`src/rtl/serial_addsub.sv`:
```
// serial_addsub: digit-serial adder/subtractor, DIGIT bits per clock, LSB first.
// One DIGIT-bit ripple slice with a registered carry; start/busy/done handshake.
module serial_addsub #(
   parameter int WIDTH = 16,
   parameter int DIGIT = 4
) (
   input  logic             clk,
   input  logic             rst,
   input  logic             start,
   input  logic             sub,
   input  logic [WIDTH-1:0] a,
   input  logic [WIDTH-1:0] b,
   input  logic             ci,
   output logic             busy,
   output logic             done,
   output logic [WIDTH-1:0] s,
   output logic             co,
   output logic             ovf
);

   localparam int K  = WIDTH / DIGIT;
   localparam int CW = (K > 1) ? $clog2(K) : 1;

   typedef enum logic [1:0] {
      IDLE,
      RUN,
      DONE
   } state_t;

   state_t state, state_next;

   logic [WIDTH-1:0] a_sr, b_sr, res_sr, res_next;
   logic             carry;
   logic [CW-1:0]    cnt;
   logic [DIGIT:0]   slice;
   logic             msb_cin;
   logic             last;
   logic             accept;

   assign slice = {1'b0, a_sr[DIGIT-1:0]}
                + {1'b0, b_sr[DIGIT-1:0]}
                + {{DIGIT{1'b0}}, carry};

   // carry into the slice MSB recovered from the sum bit and its operands
   assign msb_cin = slice[DIGIT-1] ^ a_sr[DIGIT-1] ^ b_sr[DIGIT-1];

   generate
      if (DIGIT == WIDTH) begin : g_single
         assign res_next = slice[DIGIT-1:0];
      end else begin : g_multi
         assign res_next = {slice[DIGIT-1:0], res_sr[WIDTH-1:DIGIT]};
      end
   endgenerate

   assign last   = (cnt == CW'(K - 1));
   assign accept = start && (state != RUN);

   always_ff @(posedge clk or posedge rst) begin
      if (rst) begin
         state <= IDLE;
      end else begin
         state <= state_next;
      end
   end

   always_comb begin
      state_next = state;
      busy       = 1'b0;
      done       = 1'b0;
      unique case (state)
         IDLE: begin
            if (start) state_next = RUN;
         end
         RUN: begin
            busy = 1'b1;
            if (last) state_next = DONE;
         end
         DONE: begin
            done       = 1'b1;
            state_next = start ? RUN : IDLE;
         end
         default: state_next = IDLE;
      endcase
   end

   always_ff @(posedge clk or posedge rst) begin
      if (rst) begin
         a_sr   <= '0;
         b_sr   <= '0;
         res_sr <= '0;
         carry  <= 1'b0;
         cnt    <= '0;
         s      <= '0;
         co     <= 1'b0;
         ovf    <= 1'b0;
      end else if (accept) begin
         a_sr  <= a;
         b_sr  <= sub ? ~b : b;
         carry <= sub ? 1'b1 : ci;
         cnt   <= '0;
      end else if (state == RUN) begin
         a_sr   <= a_sr >> DIGIT;
         b_sr   <= b_sr >> DIGIT;
         carry  <= slice[DIGIT];
         cnt    <= cnt + CW'(1);
         res_sr <= res_next;
         if (last) begin
            s   <= res_next;
            co  <= slice[DIGIT];
            ovf <= msb_cin ^ slice[DIGIT];
         end
      end
   end

endmodule

```
`config.mk`:
```
export PLATFORM = sky130hd
export DESIGN_NAME = serial_addsub
export DESIGN_NICKNAME = d
export VERILOG_FILES = /design/src/rtl/serial_addsub.sv
export SDC_FILE = /design/constraint.sdc
export NUM_CORES = 1
export LEC_CHECK = 0
export BUFFER_PORTS_ARGS = -buffer_cell sky130_fd_sc_hd__buf_2
export CORE_ASPECT_RATIO = 0.75
export CORE_MARGIN = 2
export CORE_UTILIZATION = 55
export DETAILED_ROUTE_END_ITERATION = 10
export GPL_ROUTABILITY_DRIVEN = 0
export PLACE_DENSITY = 0.77
export SLEW_MARGIN = 20
export SYNTH_ARGS = -nofsm -noshare
export SYNTH_HDL_FRONTEND = slang
export SYNTH_SLANG_ARGS = --single-unit
```
`constraint.sdc`:
```
create_clock -name clk -period 3.1 [get_ports clk]
set_input_delay 0.31 -clock clk [delete_from_list [all_inputs] [get_ports clk]]
set_output_delay 0.31 -clock clk [all_outputs]
set_load 0.03 [all_outputs]
```
# ---- After elaboration in Yosys (flattened, before gate mapping)
# Cells that the tools add are included.
dict set report totals {
  in_bits 37
  regBits 71
  out_inout_bits 20
  wordCells 45
}
dict set report classes {
  addsub 3
  n_eq_ne 6
  muxes 16
  bitwise 5
  reduce_logical 6
}
# op count
set op_table {}
lappend op_table {{$mux 16} 5}
lappend op_table {{$not 16->16} 1}
lappend op_table {{$mux 2} 4}
lappend op_table {{$mux 1} 6}
lappend op_table {{$pmux 2 s3} 1}
lappend op_table {{$add 4x4->5} 1}
lappend op_table {{$add 5x1->5} 1}
lappend op_table {{$eq 2x2->1 const B} 2}
lappend op_table {{$ne 2x2->1 const B} 2}
lappend op_table {{$reduce_and 2->1} 2}
lappend op_table {{$reduce_and 3->1} 1}
lappend op_table {{$xor 1x1->1} 3}
lappend op_table {{$add 2x1->2 const B} 1}
lappend op_table {{$eq 2x1->1 const B} 1}
lappend op_table {{$logic_not 2->1} 1}
lappend op_table {{$ne 2x1->1 const B} 1}
lappend op_table {{$reduce_bool 2->1} 1}
lappend op_table {{$logic_and 1x1->1} 1}
lappend op_table {{$not 1->1} 1}

# ---- Logic depth before layout (Yosys ltp)
dict set report logic_depth {
  depth_word 5
  depth_mapped 8
  mapped_depth_nobuf 8
}

# ---- Worst setup path after synthesis
# OpenSTA, ideal clock, no wires.
dict set report synth_path {
  path_kind {reg2reg}
  startpoint {reg a_sr[0]}
  endpoint {reg ovf}
  path_slack_ns 1.313
  period_less_slack_ns 1.787
  n_path_buf 0
  setup_ns 0.128
  t_arrival_ns 1.659
  required_ns 2.972
  stages_incl_launch_ff 9
  path_cell_list {dfrtp_1 fa_1 inv_1 fa_1 nand2b_1 o2bb2ai_1 xnor2_1 xnor2_1 o21ai_2}
}
dict set report synth_between {
  elab_chain_len 5
}
# element line
set synth_rtl {}
lappend synth_rtl {{start, declared} 32} ;# logic [WIDTH-1:0] a_sr, b_sr, res_sr, res_next;
lappend synth_rtl {{start signal, assigned} 102} ;# a_sr <= a_sr >> DIGIT;
lappend synth_rtl {{$add 4x4->5 *} 41} ;# + {1'b0, b_sr[DIGIT-1:0]}
lappend synth_rtl {{$add 5x1->5 *} 42} ;# + {{DIGIT{1'b0}}, carry};
lappend synth_rtl {{$xor 1x1->1 (2 in a row)} 45} ;# assign msb_cin = slice[DIGIT-1] ^ a_sr[DIGIT-1] ^ b_sr[DIGIT-1];
lappend synth_rtl {{$xor 1x1->1 *} 110} ;# ovf <= msb_cin ^ slice[DIGIT];
lappend synth_rtl {{end signal, assigned} 110}
lappend synth_rtl {{end, declared} 18} ;# output logic ovf
# Mark *: on every way between the ends. The rest lies on a longest branch, timed or not.
# A chain may end at the register's enable or synchronous reset.

# ---- Worst setup path after layout
dict set report layout_path {
  startpoint {reg state[1]}
  endpoint {out busy}
}
dict set report layout_between {
  elab_chain_len 2
}
# element line
set layout_rtl {}
lappend layout_rtl {{start, declared} 30} ;# state_t state, state_next;
lappend layout_rtl {{start signal, assigned} 62} ;# state <= state_next;
lappend layout_rtl {{$eq 2x1->1} 70} ;# unique case (state)
lappend layout_rtl {{$mux 1} 70}
lappend layout_rtl {{end, declared} 14} ;# output logic busy,
# No other way between the ends.

==> metrics.txt <==
status finished clean; pre-CTS WS 1.150 ns; slew of the pin with the lowest slew margin 0.5118 ns; Max Fanout on Critical Path 61; FMAX 466.6 MHz; TritonCTS clock tree done; first-pass GRT wire length 8970 um; multi-input logic area 1245 um^2; routed len/inst 12.59 um; Skew-Pair Late Insertion Delay 0.34 ns; #FFs+latches synth 67; Async SR Flop Fraction 100.0%; DRC errors left 0; Syn-to-layout area delta 17.88%; Buf/Inv on CP 3; clk slew on worst S/H paths 0.07 ns; Initial Util 56.99%; Core Area 5353 um^2; Synth Area per Inst 10.45 um^2; clk_skew 0.008550 ns; CP max-delay cell buf_4; dpl cells 410; CTS sink cnt 67; vias in the first global route 1936; GR Util met1 25.16%; Final Power 3.692 mW; largest net degree at the start of global routing 62; Cell Chain, Critical Path nand2b_1 > inv_2 > buf_4 > buf_2; Vias 2120; share of cells above drive strength 1 27.56%; Final HPWL DP 3773 um; Fin. Hold Viols 0; RSZ-0062 raised after global routing no; top cells by area, synth dfrtp_1 (55%), nand2_1 (7.5%), o21ai_0 (5.6%), xnor2_1 (5.5%), mux2i_1 (5.3%); R2R setup slack 1.13 ns; Hold Startpoint a[12]; filler cell count 431; cell area after synthesis 3050 um^2; post-CTS resize count 0; Setup TNS Final 0 ns; CTS H-Tree Depth 3; Util after Layout 67.18%; port bufs 56; crit path launch type register; Synth area leader dfrtp_1; CTS Buf Count 9; CTS Buffer Depth 2; reg2reg start a_sr[0]; crit end category output port; global-route met3 utilization 7.717%; Slew Limit Headroom 65.88%; Final Instance Count excl. Fillers 427; Total GRT Usage 19.18%; Crit path max-delay family buffers and inverters; # setup viols final 0; final instance area 3596 um^2; r2r endpoint ovf; register area 1677 um^2; M2 GR Usage 29.45%; Hold Crit Class in -> reg; initial DRC count 81; Root Driver clkbuf_8; number of synthesized flops with an enable pin 0; Yosys top cell area share 54.96%; io pins 57; GRT overflow 0; Ys Warns 0; Final ANT Viol Nets 0; Post-DP Area 3359 um^2; Total Routed Length 5376 um; worst hold endpoint a_sr[12]; n_diodes 0; power per cell area 1027 nW/um^2; Tcrit/Tclk final 69.13%; Hold Path Stages 3; critical path start-end classification reg -> out; max-slew violations 0; Synth Instances 292; fin nets 390; Syn Nets 335; Tmin final 2.143 ns; die area 6164 um^2; VDD IR-drop max 404.9 uV; height of the die 68.50 um; sequential cell area fraction in the yosys report 54.96%; post-synth cell types 30; leakage power 1.783 nW; CP max stage delay 0.48 ns; DR pass1 iterations 4; CP Data Required Time 2.79 ns; WP data arrival 1.83 ns; top_reg_cell synth dfrtp_1; DR vias/cell 4.965; initial antenna violation count 0; Chip Width 90.00 um; layer with the highest usage met2; maxcap violations 0; fin worst setup slack 0.9569 ns; row count 23; R2R depth 8; Fin Hold WS 0.2101 ns
-- how the worst max path moves through the flow --
| stage | startpoint | end | slack [ns] | cells after the start |
|---|---|---|---|---|
| floorplan | rst | a_sr[0] | 1.11 | 1 |
| global placement | a_sr[0] | ovf | 1.24 | 8 |
| detailed placement | a_sr[0] | ovf | 1.15 | 8 |
| CTS | state[1] | busy | 0.95 | 4 |
| global route | state[1] | busy | 0.81 | 4 |
| finish | state[1] | busy | 0.96 | 4 |
-- worst register-to-register path: stages (launching register included) --
cell,delay (ns)
dfrtp_1,0.40
fa_1,0.46
inv_1,0.09
fa_1,0.20
nand2b_1,0.11
o2bb2ai_1,0.18
xnor2_1,0.18
xnor2_1,0.16
o21ai_2,0.06
-- kinds of logic (layout without fill, tap and decap cells) --
kind of cell             count (synthesis)  count (layout)  share of synthesized area, %
AO/OA/AOI/OAI                           56              56                         10.09
XOR/XNOR                                21              21                         6.276
adder cells (fa/ha/maj)                  6               6                         2.953
buffers and inverters                   25              85                         4.225
flip-flops                              67              67                         54.96
multiplexers                            29              29                         10.05
AND/OR/NAND/NOR                         88              88                         11.44
-- cell usage after synthesis (2+ instances only) --
cell and count:
buf_2 7, mux2i_1 16, inv_2 2, nor2_1 21, mux2_2 13, fa_1 2, ha_1 4, nand2_1 61
buf_4 3, nand2b_1 2, clkbuf_1 6, a211oi_1 4, a21oi_1 12, dfrtp_1 67, inv_1 5, o21ai_0 34
buf_6 2, xnor2_1 19
-- state kept, by name (all words and copies together) (netlist names) --
signal  flops
co          1
res_sr     12
b_sr       16
s          16
cnt         2
ovf         1
state       2
carry       1
a_sr       16
-- per-layer routing --
metal	share of wire, %	wire length [um]
met4	1.7	91
met1	48	2581
met2	45	2400
met5	0	0
met3	5.6	302
-- power by group --
part / internal [mW] / switching [mW] / total (mW)
clock: 0.474 / 0.332 / 0.806
combinational: 0.534 / 0.885 / 1.42
sequential: 1.25 / 0.213 / 1.47
total: 2.26 / 1.43 / 3.69
-- repair_timing --
item / in CTS / in global routing
hold buffers: 1 / 0
hold endpoints to repair: 11 / 0
buffers inserted: 0 / 0
-- cells in the final DEF (no fill, tap or decap), types with 2 or more instances in the layout --
cell         n
a211oi_1     4
a21oi_1     12
buf_2       56
buf_4        5
bufinv_16    2
clkbuf_8    10
clkinvlp_4   2
dfrtp_1     67
fa_1         2
ha_1         4
inv_1        4
inv_2        3
mux2_2      13
mux2i_1     16
nand2_1     61
nand2b_1     2
nor2_1      21
o21ai_0     34
xnor2_1     19
-- final cells by class --
type	instances	area share (%)
well taps	75	2.610
repair buffers	62	9.116
clock buffers	10	3.827
inverters	7	0.7307
multi-input cells	200	34.62
flip-flops and latches	67	46.62
clock inverters	6	2.470
(Power assumes the default switching activity.)
